## src/rtl/simple_accum.sv

```systemverilog
// Two-stage signed accumulator of 2*a - b with wrap or saturate on overflow.
// Latency 2 cycles; a held result stalls both stages and drops in_ready.
module simple_accum #(
  parameter int IN_SIZE  = 4,
  parameter int OUT_SIZE = 8,
  parameter int SAT      = 0
) (
  input  logic                clk,
  input  logic                rst_n,
  input  logic                clr,
  input  logic                in_valid,
  output logic                in_ready,
  input  logic [IN_SIZE-1:0]  a,
  input  logic [IN_SIZE-1:0]  b,
  output logic                out_valid,
  input  logic                out_ready,
  output logic [OUT_SIZE-1:0] o,
  output logic                ovf
);

  localparam int TW = IN_SIZE + 2;
  localparam logic [OUT_SIZE-1:0] MAX_VAL = {1'b0, {(OUT_SIZE-1){1'b1}}};
  localparam logic [OUT_SIZE-1:0] MIN_VAL = {1'b1, {(OUT_SIZE-1){1'b0}}};

  logic                       stall;
  logic                       s1_valid;
  logic signed [TW-1:0]       s1_term;
  logic signed [TW-1:0]       term_c;
  logic signed [OUT_SIZE-1:0] acc;
  logic signed [OUT_SIZE:0]   sum_c;
  logic                       ovf_c;
  logic [OUT_SIZE-1:0]        next_c;

  assign stall    = out_valid && !out_ready;
  assign in_ready = !stall;
  assign o        = acc;

  // Both operands zero-extended so 2*a - b never loses its sign bit.
  assign term_c = $signed({1'b0, a, 1'b0}) - $signed({2'b00, b});

  assign sum_c = $signed({acc[OUT_SIZE-1], acc})
               + $signed({{(OUT_SIZE+1-TW){s1_term[TW-1]}}, s1_term});

  assign ovf_c = sum_c[OUT_SIZE] != sum_c[OUT_SIZE-1];

  always_comb begin
    next_c = sum_c[OUT_SIZE-1:0];
    if (ovf_c && (SAT != 0)) begin
      next_c = sum_c[OUT_SIZE] ? MIN_VAL : MAX_VAL;
    end
  end

  always_ff @(posedge clk or negedge rst_n) begin
    if (!rst_n) begin
      s1_valid  <= 1'b0;
      s1_term   <= '0;
      acc       <= '0;
      out_valid <= 1'b0;
      ovf       <= 1'b0;
    end else if (clr) begin
      s1_valid  <= 1'b0;
      s1_term   <= '0;
      acc       <= '0;
      out_valid <= 1'b0;
      ovf       <= 1'b0;
    end else if (!stall) begin
      s1_valid  <= in_valid;
      if (in_valid) begin
        s1_term <= term_c;
      end
      out_valid <= s1_valid;
      if (s1_valid) begin
        acc <= next_c;
        if (ovf_c) begin
          ovf <= 1'b1;
        end
      end
    end
  end

endmodule

```

## config.mk

```make
export PLATFORM = sky130hd
export DESIGN_NAME = simple_accum
export DESIGN_NICKNAME = d
export VERILOG_FILES = /design/src/rtl/simple_accum.sv
export SDC_FILE = /design/constraint.sdc
export NUM_CORES = 1
export LEC_CHECK = 0
export BUFFER_PORTS_ARGS = -buffer_cell sky130_fd_sc_hd__buf_2
export CELL_PAD_IN_SITES_DETAIL_PLACEMENT = 1
export CELL_PAD_IN_SITES_GLOBAL_PLACEMENT = 1
export CORE_ASPECT_RATIO = 1.4
export CORE_UTILIZATION = 40
export DETAILED_ROUTE_END_ITERATION = 16
export HOLD_SLACK_MARGIN = 0.05
export PLACE_DENSITY = 0.82
export SYNTH_ARGS = -nofsm -noshare
export SYNTH_HDL_FRONTEND = slang
export SYNTH_SLANG_ARGS = --single-unit
```

## constraint.sdc

```tcl
create_clock -name clk -period 2.81 [get_ports clk]
set_input_delay 0.281 -clock clk [delete_from_list [all_inputs] [get_ports clk]]
set_output_delay 0.281 -clock clk [all_outputs]
set_load 0.02 [all_outputs]
```

==> flow_summary.ini, run 1 <==
[job]
drv_cap = 0

[sta]
setup_tns_ns = 0
whs_ns = 0.239
rsz0062_at_grt = false
fin_worst_skew_ns = 0.00115
setup_violations = 0
hold_viol_final = 0
fmax_mhz = 459
fin_crit_ns = 2.18
slew-limit-headroom_pct = 73.8
worst_pin_slew_ns = 0.393
finalMaxSlewViolations = 0
fin_crit_sh_pct = 77.5

[power]
p_leak_nw = 0.685
p_int_mw = 0.411
p_per_area_nw_per_um2 = 490
swShare_pct = 35.9
combPwrFrac_pct = 32.7
worst_ir_drop_vdd_mv = 0.215
clkPwrFrac_pct = 21.7
p_seq_share_pct = 45.5
switchingPower_mw = 0.231

[logic_synthesis]
yosys_warnings = 0
synth-seq-cells = 17
syn_area_per_cell_um2 = 9.75
synthTopCellsByArea = dfrtp_1, ha_1, a21oi_1, a22o_1, nand2_1
synth_nets = 141
syn-cell-area_um2 = 1120
synth_area_leader_cell = dfrtp_1
seq_area_frac_synth_pct = 37.9
syn_inst = 115
yosys.area.top_type_share_pct = 37.9
synth_cell_type_count = 33

[critical_path]
path_class = flip-flop to flip-flop
critPathLaunchType = flip-flop
cp.required_ns = 2.99
path_buf_inv = 0
path_cells = ha_1 -> fa_1 -> a211oi_2 -> nor2_1 -> a221o_1 -> nand3_1 -> o221ai_1
crit_path_end_kind = flip-flop
critPathArrivalTime_ns = 2.36
crit_slowest_cell = fa_1
cpLargestDelayFamily = compound AO/OA/AOI/OAI gates
crit_fanout = 3
critPathMaxStageDelay_ns = 0.46

[floorplanning]
die-height_um = 64.6
core-area_um2 = 2640
die-area_um2 = 3020
initial_core_util_pct = 42.4
io_pins = 24
die_w_um = 46.7
rows = 22

[place]
dpl.hpwl_mm = 2.17
placement.io_buffers = 23
globalplace.congestion = 0.899
placed_area_um2 = 1270

[final_layout]
nets = 168
drive_gt1_share_pct = 22.7
diodes = 0
syn_to_final_growth_pct = 16.7
finalInstanceArea_um2 = 1310

[route]
drc = 0
drtAntennaViolNets = 0
drtPass1Iterations = 4
via_count = 986
via_per_inst = 5.57
drt_iter0_markers = 10
drt-total-wl_mm = 2.69
wl_per_cell_um = 15.2

[clock_tree]
clk_pin_slew_ns = 0.10
cts_made_buffers = 3
root_buffer = clkbuf_4
clock_latency_ns = 0.30
htreeDepth = 1
post-cts-setup-buffers = 0
cts_tree = yes
hold_buffers = 1
clock_sinks = 17
cts.repair.resized = 0
clock_path_buffers = 2

[grt]
grt_pass1_vias = 1095
grt_max_degree = 18
grt_antenna_before_repair = 0
grt_pass1_wl_mm = 4.78
overflow = 0
grt_usage_pct = 22.3

[hold_path]
hold_class = input pin to flip-flop

[run_status]
outcome = finished, final reports clean
-- layer usage --
metal,global-route usage [%],share of wire [%],vias up
li1,-,-,470
met1,23.8,38,487
met2,39.9,57,22
met3,2.51,2.2,7
met4,12.1,3.1,0
met5,0,0,-
-- worst register-to-register path, stage by stage (launching register included) --
cell	delay, ns
dfrtp_1	0.41
ha_1	0.25
fa_1	0.46
a211oi_2	0.29
nor2_1	0.10
a221o_1	0.35
nand3_1	0.10
o221ai_1	0.11
-- logic make-up after synthesis --
| group | count (synthesis) | share of synthesized area (%) |
|---|---|---|
| AOI/OAI and AO/OA | 41 | 26.5 |
| adders and majority gates | 13 | 15.8 |
| and+or+nand+nor | 29 | 11.9 |
| xor gates and xnor gates | 6 | 4.69 |
| DFF | 17 | 37.9 |
| buffers and inverters | 9 | 3.12 |
-- stage by stage --
step	total power, mW	setup WS, ns	std cells	utilization, %
finish	0.642	0.632	177	49.5
floorplan	0.438	0.703	115	-
CTS	0.648	0.631	177	49.5
global placement	0.494	0.715	172	48.2
detailed placement	0.507	0.650	172	48.2
global route	0.684	0.536	177	49.5
-- registers in the layout (all words and copies together), names as in the netlist --
signal,cells
o,8
s1_term,6
out_valid,1
ovf,1
s1_valid,1
-- cell usage after synthesis --
cell / instances
nand2_1: 12
fa_1: 2
nand3b_1: 1
ha_1: 11
nor2b_1: 1
o41ai_1: 1
nor3_1: 2
o21bai_1: 2
nor2_2: 1
xor2_1: 1
o21ai_1: 1
a221o_1: 1
a22o_1: 6
clkbuf_1: 1
a211oi_2: 2
nand2b_1: 1
a211oi_1: 3
nor2_1: 6
and3_2: 1
and2_1: 1
o21a_1: 1
a21oi_1: 11
buf_2: 1
o221ai_1: 1
xnor2_1: 5
a21o_1: 5
a21oi_4: 1
dfrtp_1: 17
or2_2: 1
inv_1: 7
o21ai_0: 5
o211ai_1: 1
nand3_1: 2
-- power by group through the flow --
stage	registers (mW)	clock network, mW	logic [mW]
global placement	0.295	0	0.199
floorplan	0.314	0	0.124
detailed placement	0.297	0	0.210
finish	0.292	0.139	0.210
CTS	0.293	0.143	0.212
global route	0.297	0.153	0.234
-- final timing paths --
path / from / endpoint / slack [ns] / depth (start not counted)
worst min register to register: o[3]$_DFFE_PN0P_ / o[3]$_DFFE_PN0P_ / 0.54 / 2
min in group asynchronous: rst_n / o[1]$_DFFE_PN0P_ / 0.42 / 2
worst max-delay path: o[0]$_DFFE_PN0P_ / ovf$_DFFE_PN0P_ / 0.63 / 7
max in group asynchronous: rst_n / ovf$_DFFE_PN0P_ / 2.11 / 2
worst min-delay path: b[0] / s1_term[0]$_DFFE_PN0P_ / 0.24 / 3
worst max register to register: o[0]$_DFFE_PN0P_ / ovf$_DFFE_PN0P_ / 0.63 / 7
-- cells in the final DEF, fill, tap and decap left out, types with 2 or more instances in the layout --
cell type,synthesis,routed
buf_2,1,23
inv_1,7,7
nand2_1,12,12
a21o_1,5,5
a211oi_1,3,3
nand3_1,2,2
a21oi_1,11,11
fa_1,2,2
clkbuf_4,0,3
a211oi_2,2,2
nor3_1,2,2
dfrtp_1,17,17
o21bai_1,2,2
a22o_1,6,6
o21ai_0,5,5
ha_1,11,11
xnor2_1,5,5
nor2_1,6,6
-- cell type report --
cell class / instances / area, um^2
Fill cell: 324 / 1330
Multi-Input combinational cell: 89 / 661
Sequential cell: 17 / 425
Timing Repair Buffer: 24 / 125
Tap cell: 36 / 45.0
Clock buffer: 4 / 26.3
Inverter: 7 / 26.3
No activity file was read; power rests on OpenSTA's default activity.
==> inputs of run 2 (changes only) <==
ABC_AREA = 1   (was default)
CORE_UTILIZATION = 39   (was 40)
PLACE_DENSITY = 0.84   (was 0.82)
clock period = 2.2 ns   (was 2.81 ns; I/O delays follow)
==> run 2 against run 1 <==
Cell area rose by 8.7%. Total power rose by 13%. Synthesized area up 8.7%. Flip-flop and latch count unchanged. Clock-buffer cell count stayed put.
==> flow_summary.ini, run 2 <==
[logic_synthesis]
seq_area_frac_synth_pct = 34.9
yosys_warnings = 0
synth_nets = 192
synth_most_common_cell = nand2_1
syn_inst = 166
synth-seq-cells = 17
async_reset_ff_share_pct = 100
synth_enable_flop_cells = 0
syn-cell-area_um2 = 1220
syn_area_per_cell_um2 = 7.34
synth_area_leader_cell = dfrtp_1
synth_commonest_cells = nand2_1, inv_1, nand3_1, dfrtp_1, nor2_1
synthFlopType = dfrtp_1
yosys.area.top_type_share_pct = 34.9
synthTopCellsByArea = dfrtp_1, nand2_1, ha_1, inv_1, nand3_1
synth_cell_type_count = 23

[grt]
grt_pass1_wl_mm = 5.48
grt_max_degree = 18
grt_usage_pct = 21.3
grt_antenna_before_repair = 0
overflow = 0
grt_pass1_vias = 1242

[critical_path]
r2r_cells = 10
worst-r2r-setup-slack_ns = 0.48
crit_path_end_kind = flip-flop
critPathMaxStageDelay_ns = 0.40
cp.required_ns = 2.34
path_class = flip-flop to flip-flop
critPathLaunchType = flip-flop
path_cells = ha_1 -> fa_1 -> nand2_1 -> nand2_1 -> nand2_1 -> nor2_1 -> nor2_1 -> nand2_2 -> nand3_2 -> a21oi_2
crit_slowest_cell = dfrtp_1
crit_fanout = 3
reg2reg_to = ovf$_DFFE_PN0P_
critPathMostFrequentCell = nand2_1
critPathArrivalTime_ns = 1.87
rr_startpoint = o[0]$_DFFE_PN0P_

[final_layout]
syn_to_final_growth_pct = 16.7
final_cell_mix = nand2_1, inv_1, buf_2
finalInstanceArea_um2 = 1420
final_common_cell = nand2_1
diodes = 0
layout.cells.non_filler = 229
fill_cells = 388
nets = 219
largest_reg_flops = 8
drive_gt1_share_pct = 20.3

[route]
wl_met3_um = 30
via_per_inst = 5.13
drt_iter0_markers = 10
drc = 0
wl_met1_mm = 1.23
wl_met2_mm = 1.84
wl_per_cell_um = 13.7
drt-total-wl_mm = 3.15
drtAntennaViolNets = 0
top_layer_used = met4
drtPass1Iterations = 4
via_count = 1174

[sta]
setup_tns_ns = 0
fin_crit_ns = 1.72
whs_ns = 0.224
rsz0062_at_grt = false
fin_ws_ns = 0.478
hold_viol_final = 0
fmax_mhz = 581
fin_worst_skew_ns = 0.00359
finalMaxSlewViolations = 0
worst_pin_slew_ns = 0.415
fin_crit_sh_pct = 78.3
setup_violations = 0
slew-limit-headroom_pct = 72.3

[place]
dp_cells = 224
dpl.hpwl_mm = 2.52
post-place-ws_ns = 0.471
placed_area_um2 = 1370
placement.io_buffers = 23
globalplace.congestion = 0.824

[floorplanning]
core-area_um2 = 2910
die_w_um = 49.2
die-area_um2 = 3360
rows = 23
initial_core_util_pct = 41.9
io_pins = 24
die-height_um = 68.1

[power]
p_per_area_nw_per_um2 = 510
worst_ir_drop_vdd_mv = 0.258
p_leak_nw = 0.788

[clock_tree]
cts_tree = yes
clock_path_buffers = 2
clk_pin_slew_ns = 0.07
cts_made_buffers = 3
htreeDepth = 1
post-cts-setup-buffers = 0
root_buffer = clkbuf_8
clock_latency_ns = 0.25
clock_sinks = 17

[run_status]
outcome = finished, final reports clean

[hold_path]
hold_class = input pin to flip-flop
whs_path_depth = 2
min-delay-start = clr
min_to = ovf$_DFFE_PN0P_

[job]
drv_cap = 0
[run 2: changes by cell type after synthesis, moves of 6 or more]
cell / delta
nand2_1: +30
inv_1: +18
nand3_1: +16
a22o_1: -6
nor2_1: +6
[run 2: power by group]
part | switching [mW] | internal [mW]
Sequential | 0.0150 | 0.329
Combinational | 0.0915 | 0.0518
Clock | 0.110 | 0.129
[run 2: kinds of logic after synthesis]
| group | after synthesis | share of synthesized area, % |
|---|---|---|
| adders and majority gates | 13 | 14.6 |
| xor gates and xnor gates | 1 | 0.719 |
| buffers and inverters | 29 | 9.34 |
| AOI/OAI and AO/OA | 21 | 9.14 |
| and+or+nand+nor | 85 | 31.3 |
| DFF | 17 | 34.9 |
[run 2: worst max path at each step]
stage                          start               end  slack [ns]  cells after the start
floorplan           o[0]$_DFFE_PN0P_   ovf$_DFFE_PN0P_        0.48                     10
global placement    o[0]$_DFFE_PN0P_   ovf$_DFFE_PN0P_        0.51                     10
detailed placement  o[0]$_DFFE_PN0P_   ovf$_DFFE_PN0P_        0.47                     10
CTS                 o[0]$_DFFE_PN0P_   ovf$_DFFE_PN0P_        0.47                     10
global route        o[0]$_DFFE_PN0P_  o[6]$_DFFE_PN0P_        0.32                      9
finish              o[0]$_DFFE_PN0P_   ovf$_DFFE_PN0P_        0.48                     10
[run 2: metrics by stage]
step / utilization, % / total power [mW]
floorplan: - / 0.439
global placement: 47.1 / 0.483
detailed placement: 47.1 / 0.493
CTS: 48.9 / 0.737
global route: 48.9 / 0.770
finish: 48.9 / 0.726
[run 2: layout make-up]
type | count | area (um^2) | share of cell area [%]
clock buffer | 4 | 45.0 | 3.17
inverter | 27 | 101 | 7.12
timing repair buffer | 24 | 125 | 8.80
tap | 37 | 46.3 | 3.25
sequential | 17 | 425 | 29.9
multi-input combinational | 120 | 679 | 47.8
[run 2: per-layer routing]
| layer | global-route usage, % | up-vias |
|---|---|---|
| li1 | - | 575 |
| met1 | 22.5 | 577 |
| met2 | 44.3 | 18 |
| met3 | 0.667 | 4 |
| met4 | 7.72 | 0 |
| met5 | 0 | - |
[run 2: critical path, delay by kind of cell, from the launching register on]
| family | cells | cell delay [ns] |
|---|---|---|
| adders and majority gates | 2 | 0.63 |
| and+or+nand+nor | 7 | 0.55 |
| DFF | 1 | 0.40 |
| AOI/OAI and AO/OA | 1 | 0.05 |
[run 2: timing repair]
action | CTS | global route
hold buffers | 1 | 0
gates resized for setup | 0 | 0
endpoints found under the hold margin | 17 | 0
